File: config.mk
export PLATFORM = sky130hd
export DESIGN_NAME = ripple_carry_counter
export DESIGN_NICKNAME = d
export VERILOG_FILES = /design/src/rtl/ripple_carry_counter_pkg.sv /design/src/rtl/ripple_carry_counter_tff.sv /design/src/rtl/ripple_carry_counter.sv
export SDC_FILE = /design/constraint.sdc
export NUM_CORES = 1
export LEC_CHECK = 0
export ABC_CLOCK_PERIOD_IN_PS = 1000
export CORE_AREA = 2 2 39 41
export CTS_BUF_LIST = sky130_fd_sc_hd__clkbuf_8
export DETAILED_ROUTE_END_ITERATION = 10
export DIE_AREA = 0 0 41 43
export SLEW_MARGIN = 25
export SYNTH_ARGS = -nofsm -noshare
export SYNTH_HDL_FRONTEND = slang
export SYNTH_HIERARCHICAL = 1
export SYNTH_SLANG_ARGS = --single-unit
File: constraint.sdc
create_clock -name clk -period 1 [get_ports clk]
set_clock_uncertainty 0.15 [all_clocks]
set_input_delay 0.25 -clock clk [delete_from_list [all_inputs] [get_ports clk]]
set_output_delay 0.25 -clock clk [all_outputs]
set_load 0.02 [all_outputs]
File: src/rtl/ripple_carry_counter_pkg.sv
// Shared definitions for the ripple-carry counter: default width and count type.
package ripple_carry_counter_pkg;

    localparam int DEFAULT_CNT_WIDTH = 4;

    typedef logic [DEFAULT_CNT_WIDTH-1:0] count_t;

endpackage : ripple_carry_counter_pkg

File: src/rtl/ripple_carry_counter_tff.sv
// Single toggle flip-flop stage: clears on synchronous active-low reset,
// otherwise flips its state whenever the toggle enable is high.
module ripple_tff (
    input  logic clk,
    input  logic reset,
    input  logic t,
    output logic q
);

    logic r_q;

    // Toggle state register with synchronous active-low clear.
    always_ff @(posedge clk) begin
        if (!reset) begin
            r_q <= 1'b0;
        end else begin
            r_q <= r_q ^ t;
        end
    end

    assign q = r_q;

endmodule : ripple_tff

File: src/rtl/ripple_carry_counter.sv
// Free-running binary up-counter built from a chain of toggle stages.
// Stage i toggles when every lower bit is 1; the enable ripples up an AND chain.
module ripple_carry_counter
    import ripple_carry_counter_pkg::*;
#(
    parameter int WIDTH = DEFAULT_CNT_WIDTH
) (
    input  logic             clk,
    input  logic             reset,
    output logic [WIDTH-1:0] q
);

    logic [WIDTH-1:0] w_t;
    logic [WIDTH-1:0] w_q;

    // Carry chain: bit 0 always toggles, bit i toggles when all lower bits are set.
    always_comb begin
        w_t    = '0;
        w_t[0] = 1'b1;
        for (int i = 1; i < WIDTH; i++) begin
            w_t[i] = w_t[i-1] & w_q[i-1];
        end
    end

    for (genvar i = 0; i < WIDTH; i++) begin : g_stage
        ripple_tff u_tff (
            .clk   (clk),
            .reset (reset),
            .t     (w_t[i]),
            .q     (w_q[i])
        );
    end

    assign q = w_q;

endmodule : ripple_carry_counter

==> results of run 1 <==
[worst register-to-register path: stages (launching register included)]
cell     delay, ns
dfxtp_2       0.32
buf_6         0.12
and3_4        0.16
xor2_1        0.13
and2_1        0.12
[stage by stage]
stage                     cells  utilization (%)
after floorplan              16                -
after global placement       39             19.2
after detailed placement     39             19.2
after CTS                    43             23.1
after global routing         43             23.3
final                        43             23.3
[path summary, 6_finish.rpt]
check | depth (start not counted) | end | start | slack [ns]
setup / recovery | 4 | g_stage[3].u_tff/q | g_stage[0].u_tff/q | -0.1
hold / removal | 2 | g_stage[1].u_tff/q | g_stage[1].u_tff/q | 0.46
setup reg to reg | 4 | g_stage[3].u_tff/q | g_stage[0].u_tff/q | -0.1
hold reg to reg | 2 | g_stage[1].u_tff/q | g_stage[1].u_tff/q | 0.46
[where the power goes]
| part | switching, mW | leakage [nW] | internal [mW] |
|---|---|---|---|
| clock | 0.0746 | 0.0216 | 0.256 |
| sequential | 0.0133 | 0.0344 | 0.175 |
| combinational | 0.0381 | 0.103 | 0.0559 |
| total | 0.126 | 0.159 | 0.487 |
[final cells by class]
type | count | area [µm²] | area share, %
clock buffers | 3 | 41.3 | 12.8
multi-input cells | 11 | 83.8 | 26.0
flip-flops and latches | 4 | 88.8 | 27.5
well taps | 16 | 20.0 | 6.20
repair buffers | 9 | 88.8 | 27.5
[cell usage after synthesis]
cell and instances:
and3_1 1, conb_1 1, xor2_1 4, and2_1 5, buf_4 1, dfxtp_1 4
[routing by layer]
layer  part of all wire, %  vias to the layer above  wire (µm)
met1                    52                       43        167
met2                    39                        6        124
met4                     0                        0          0
met5                     0                        -          0
met3                   9.3                        0         30
li1                      -                       69          -
[repair_timing]
item / CTS / global route
setup buffers: 1 / 0
pin swaps: 4 / 2
endpoints found under the setup margin: 7 / 8
resized for setup: 24 / 1
cloned: 0 / 0
[kinds of logic after synthesis]
kind of cell / Yosys count / share of synthesized area, %
DFF: 4 / 48.9
and+or+nand+nor: 6 / 22.9
buffers and inverters: 1 / 4.58
xor gates and xnor gates: 4 / 21.4
other: 1 / 2.29
==> qor.txt, run 1 <==
Status: finished, violations left
Violated checks: negative setup slack
Commonest non-fill, non-tap cell in the layout: buf_6
Max stage delay on crit path: 0.32 ns
First-pass GRT wire length: 586 µm
Core Area: 1380 µm²
CP Capture Type: flop
Final hold slack: 0.462 ns
RSZ-0062 raised after global routing: true
Largest area contributor in the netlist: dfxtp_1
CP Buf/Inv Count: 1
Min Clock Period, post-route: 1.10 ns
Slew Viols, Final: 0
Worst-path fanout max: 4
Share of cells above drive strength 1: 59.3%
FMAX: 911 MHz
CP delay by family, top: flip-flops
Fillers: 149
Grt total ovfl: 0
Total power: 0.613 mW
Hold_buf cts: 0
Peak VDD IR: 0.00138 V
Top-area cell type share of the netlist area: 48.9%
Clk buf depth: 2
Chip width: 41 µm
Post-layout nets: 31
Worst slack at placement: -0.338 ns
Commonest non-fill, non-tap cells in the layout: 5 x buf_6, 4 x xor2_1, 4 x and2_1, 3 x clkbuf_8, 3 x buf_4
GR Layer Usage met1: 6.13%
DRT Wirelength: 321 µm
Final setup viols: 6
Die ar.: 1760 µm²
Leakage: 0.159 nW
GR Util met2: 6.56%
Routed WL per cell: 7.47 µm
Max-Cap Viols: 0
CP arrival: 1.05 ns
Synth Instances: 16
DRC: 0
Clock sinks: 4
CP cell instances: buf_6, and3_4, xor2_1, and2_1
Clk slew on worst S/H paths: 0.03 ns
Worst hold path class: reg -> reg
DRT Pass-1 Iters: 1
ANT nets after route: 0
Worst path required time: 0.95 ns
CP max stage cell: dfxtp_2
Setup tns final: -0.483 ns
Num rows: 14
Drt via density: 2.74
Area growth, synth to finish: 96.9%
# IOs: 6
Largest net degree at the start of global routing: 5
PortBufs: 5
Fin crit share: 110%
Ranking of synthesized cells by area: dfxtp_1 49%, xor2_1 21%, and2_1 19%
Antenna cell count: 0
Power per cell area: 1900 nW/µm²
Antenna violations before repair: 0
Sequential area share after synthesis: 48.9%
Cell Area, Placed: 265 µm²
Final Hold Viols: 0
Synth Cell Area: 164 µm²
Most Crowded Layer GR: met2
Fin worst setup slack: -0.0981 ns
Vias in the first global route: 145
Final Cell Area: 323 µm²
Starting density of the core: 11.8%
Kind of critical path: reg -> reg
Seq cells post-synth: 4
Clock Latency Late Sink: 0.21 ns
Num CTS Buffers: 3
Gr usage total: 5.23%
CTS tree: yes
Drt initial violations: 0
Routability Congestion: 0.668
Die height: 43 µm
Synth unique cells: 6
Syn nets: 18
Synth warnings: 6
DR vias: 118
Root Driver: clkbuf_8
H-tree depth: 1
Synth Area per Inst: 10.2 µm²
Max reg flops: 4
Startpoint class of the critical path: flop
Met3 usage: 6.28%
Note: power is estimated with default switching activity, not from simulation.
==> inputs of run 2 (changes only) <==
--- a/config.mk
+++ b/config.mk
@@ -5,7 +5,7 @@
 export SDC_FILE = /design/constraint.sdc
 export NUM_CORES = 1
 export LEC_CHECK = 0
-export ABC_CLOCK_PERIOD_IN_PS = 1000
+export ABC_CLOCK_PERIOD_IN_PS = 1200
 export CORE_AREA = 2 2 39 41
 export CTS_BUF_LIST = sky130_fd_sc_hd__clkbuf_8
 export DETAILED_ROUTE_END_ITERATION = 10
==> constraint.sdc (replaced) <==
create_clock -name clk -period 1.2 [get_ports clk]
set_clock_uncertainty 0.15 [all_clocks]
set_input_delay 0.3 -clock clk [delete_from_list [all_inputs] [get_ports clk]]
set_output_delay 0.3 -clock clk [all_outputs]
set_load 0.02 [all_outputs]
==> qor.txt, run 2 (synthesized netlist as in run 1, its figures left out) <==
Status: finished clean (was finished, violations left)
Final hold slack: 0.505 ns (was 0.462 ns)
Min Clock Period, post-route: 1.16 ns (was 1.10 ns)
CP arrival: 1.12 ns (was 1.05 ns)
# IOs: 6 (unchanged)
Routability Congestion: 0.650 (was 0.668)
Kind of critical path: reg -> reg (unchanged)
Antenna cell count: 0 (unchanged)
FMAX: 861 MHz (was 911 MHz)
Final setup viols: 0 (was 6)
Share of total power in the clock network: 56.2% (was 53.9%)
Drt via density: 3.21 (was 2.74)
PortBufs: 5 (unchanged)
Antenna violations before repair: 0 (unchanged)
Num CTS Buffers: 3 (unchanged)
Utilization after layout: 20.3% (was 23.3%)
Post-CTS setup buffer count: 0 (was 1)
R2r endpoint: g_stage[3].u_tff/q (unchanged)
Die height: 43 µm (unchanged)
Min-delay src: g_stage[3].u_tff/q (was g_stage[1].u_tff/q)
Num rows: 14 (unchanged)
Flop pwr share: 30.0% (was 30.7%)
DRC: 0 (unchanged)
Starting density of the core: 11.8% (unchanged)
Leakage: 0.154 nW (was 0.159 nW)
Vias in the first global route: 110 (was 145)
Clock Latency Late Sink: 0.22 ns (was 0.21 ns)
Slew Viols, Final: 0 (unchanged)
Clk buf depth: 2 (unchanged)
Gr usage total: 5.42% (was 5.23%)
Routed WL per cell: 7.49 µm (was 7.47 µm)
H-tree depth: 1 (unchanged)
Grt total ovfl: 0 (unchanged)
DRT Wirelength: 322 µm (was 321 µm)
Net Sw Power: 0.106 mW (was 0.126 mW)
Clk slew on worst S/H paths: 0.03 ns (about the same)
Clock sinks: 4 (unchanged)
ANT nets after route: 0 (unchanged)
Post-layout nets: 31 (unchanged)
DR vias: 138 (was 118)
Root Driver: clkbuf_8 (unchanged)
Area growth, synth to finish: 71.0% (was 96.9%)
Startpoint class of the critical path: flop (unchanged)
Fin crit share: 96.8% (was 110%)
CTS tree: yes (unchanged)
Power per cell area: 1780 nW/µm² (was 1900 nW/µm²)
First-pass GRT wire length: 462 µm (was 586 µm)
Drt initial violations: 1 (was 0)
Worst Hold End: g_stage[3].u_tff/q (was g_stage[1].u_tff/q)
R2R Path Start: g_stage[0].u_tff/q (unchanged)
Commonest non-fill, non-tap cells in the layout: 5 x and2_1, 5 x buf_4, 4 x xor2_1, 4 x dfxtp_1 (was 5 x buf_6, 4 x xor2_1, 4 x and2_1, 3 x clkbuf_8, 3 x buf_4)
Chip width: 41 µm (unchanged)
Hold Path Stages: 3 (was 2)
Net Sw Frac: 21.1% (was 20.6%)
Max reg flops: 4 (unchanged)
Worst path required time: 1.16 ns (was 0.95 ns)
Share of cells above drive strength 1: 40.7% (was 59.3%)
DRT Pass-1 Iters: 2 (was 1)
Die ar.: 1760 µm² (unchanged)
Worst slack at placement: -0.177 ns (was -0.338 ns)
Worst hold path class: reg -> reg (unchanged)
Core Area: 1380 µm² (unchanged)
Fin worst setup slack: 0.0381 ns (was -0.0981 ns)
Fillers: 157 (was 149)
FF-to-FF setup slack: 0.04 ns (was -0.1 ns)
Largest net degree at the start of global routing: 5 (unchanged)
Total internal power: 0.394 mW (was 0.487 mW)
Max-Cap Viols: 0 (unchanged)
R2r worst-path depth: 4 (unchanged)
RSZ-0062 raised after global routing: false (was true)
Peak VDD IR: 0.000694 V (was 0.00138 V)
Combinational power share: 13.8% (was 15.3%)
Worst-path fanout max: 4 (unchanged)
CP Capture Type: flop (unchanged)
Final Hold Viols: 0 (unchanged)
==> run 2: worst max path at each step <==
stage          slack [ns]                from                 end  cells past startpoint
2_1_floorplan        0.06  g_stage[2].u_tff/q  g_stage[3].u_tff/q                      3
3_3_place_gp        -0.18  g_stage[1].u_tff/q                q[1]                      1
3_5_place_dp        -0.18  g_stage[1].u_tff/q                q[1]                      1
4_1_cts              0.03  g_stage[1].u_tff/q                q[1]                      1
5_1_grt             0.002  g_stage[0].u_tff/q                q[0]                      1
6_report             0.04  g_stage[0].u_tff/q  g_stage[3].u_tff/q                      4
==> run 2: layout make-up <==
cell class / instances / area [µm²] / area share [%]
sequential: 4 / 80.1 / 28.6
clock buffer: 3 / 41.3 / 14.7
timing repair buffer: 9 / 62.6 / 22.3
tap: 16 / 20.0 / 7.14
multi-input combinational: 11 / 76.3 / 27.2
==> run 2: metal layers <==
metal | track usage [%] | wire length, µm | vias up | part of all wire (%)
met3 | 9.42 | 51 | 2 | 16
met4 | 6.00 | 10 | 0 | 3.1
met2 | 4.38 | 135 | 7 | 42
met1 | 4.17 | 124 | 60 | 39
li1 | - | - | 69 | -
met5 | 0 | 0 | - | 0
==> run 2: power by group through the flow <==
stage | clock network [mW] | logic, mW | registers (mW)
after floorplan | 0 | 0.0262 | 0.164
after global routing | 0.307 | 0.0753 | 0.152
after global placement | 0 | 0.0758 | 0.152
after detailed placement | 0 | 0.0766 | 0.152
final | 0.281 | 0.0691 | 0.150
after CTS | 0.290 | 0.0675 | 0.150
==> run 2: metrics by stage <==
step / std cells / setup TNS, ns / cell area, µm² / total power [mW]
after floorplan: 16 / 0 / 164 / 0.190
after global placement: 40 / -0.645 / 256 / 0.228
after detailed placement: 40 / -0.668 / 256 / 0.229
after CTS: 43 / 0 / 278 / 0.508
after global routing: 43 / 0 / 280 / 0.534
final: 43 / 0 / 280 / 0.500
==> run 2: what timing repair did <==
item | CTS | global route
pin swaps | 0 | 0
hold buffers | 0 | 0
gates resized for setup | 16 | 1
endpoints found under the setup margin | 4 | 1
==> run 2: critical path, stage by stage (launching register included) <==
cell	delay, ns
dfxtp_1	0.30
buf_4	0.14
and3_1	0.17
xor2_1	0.15
and2_1	0.14
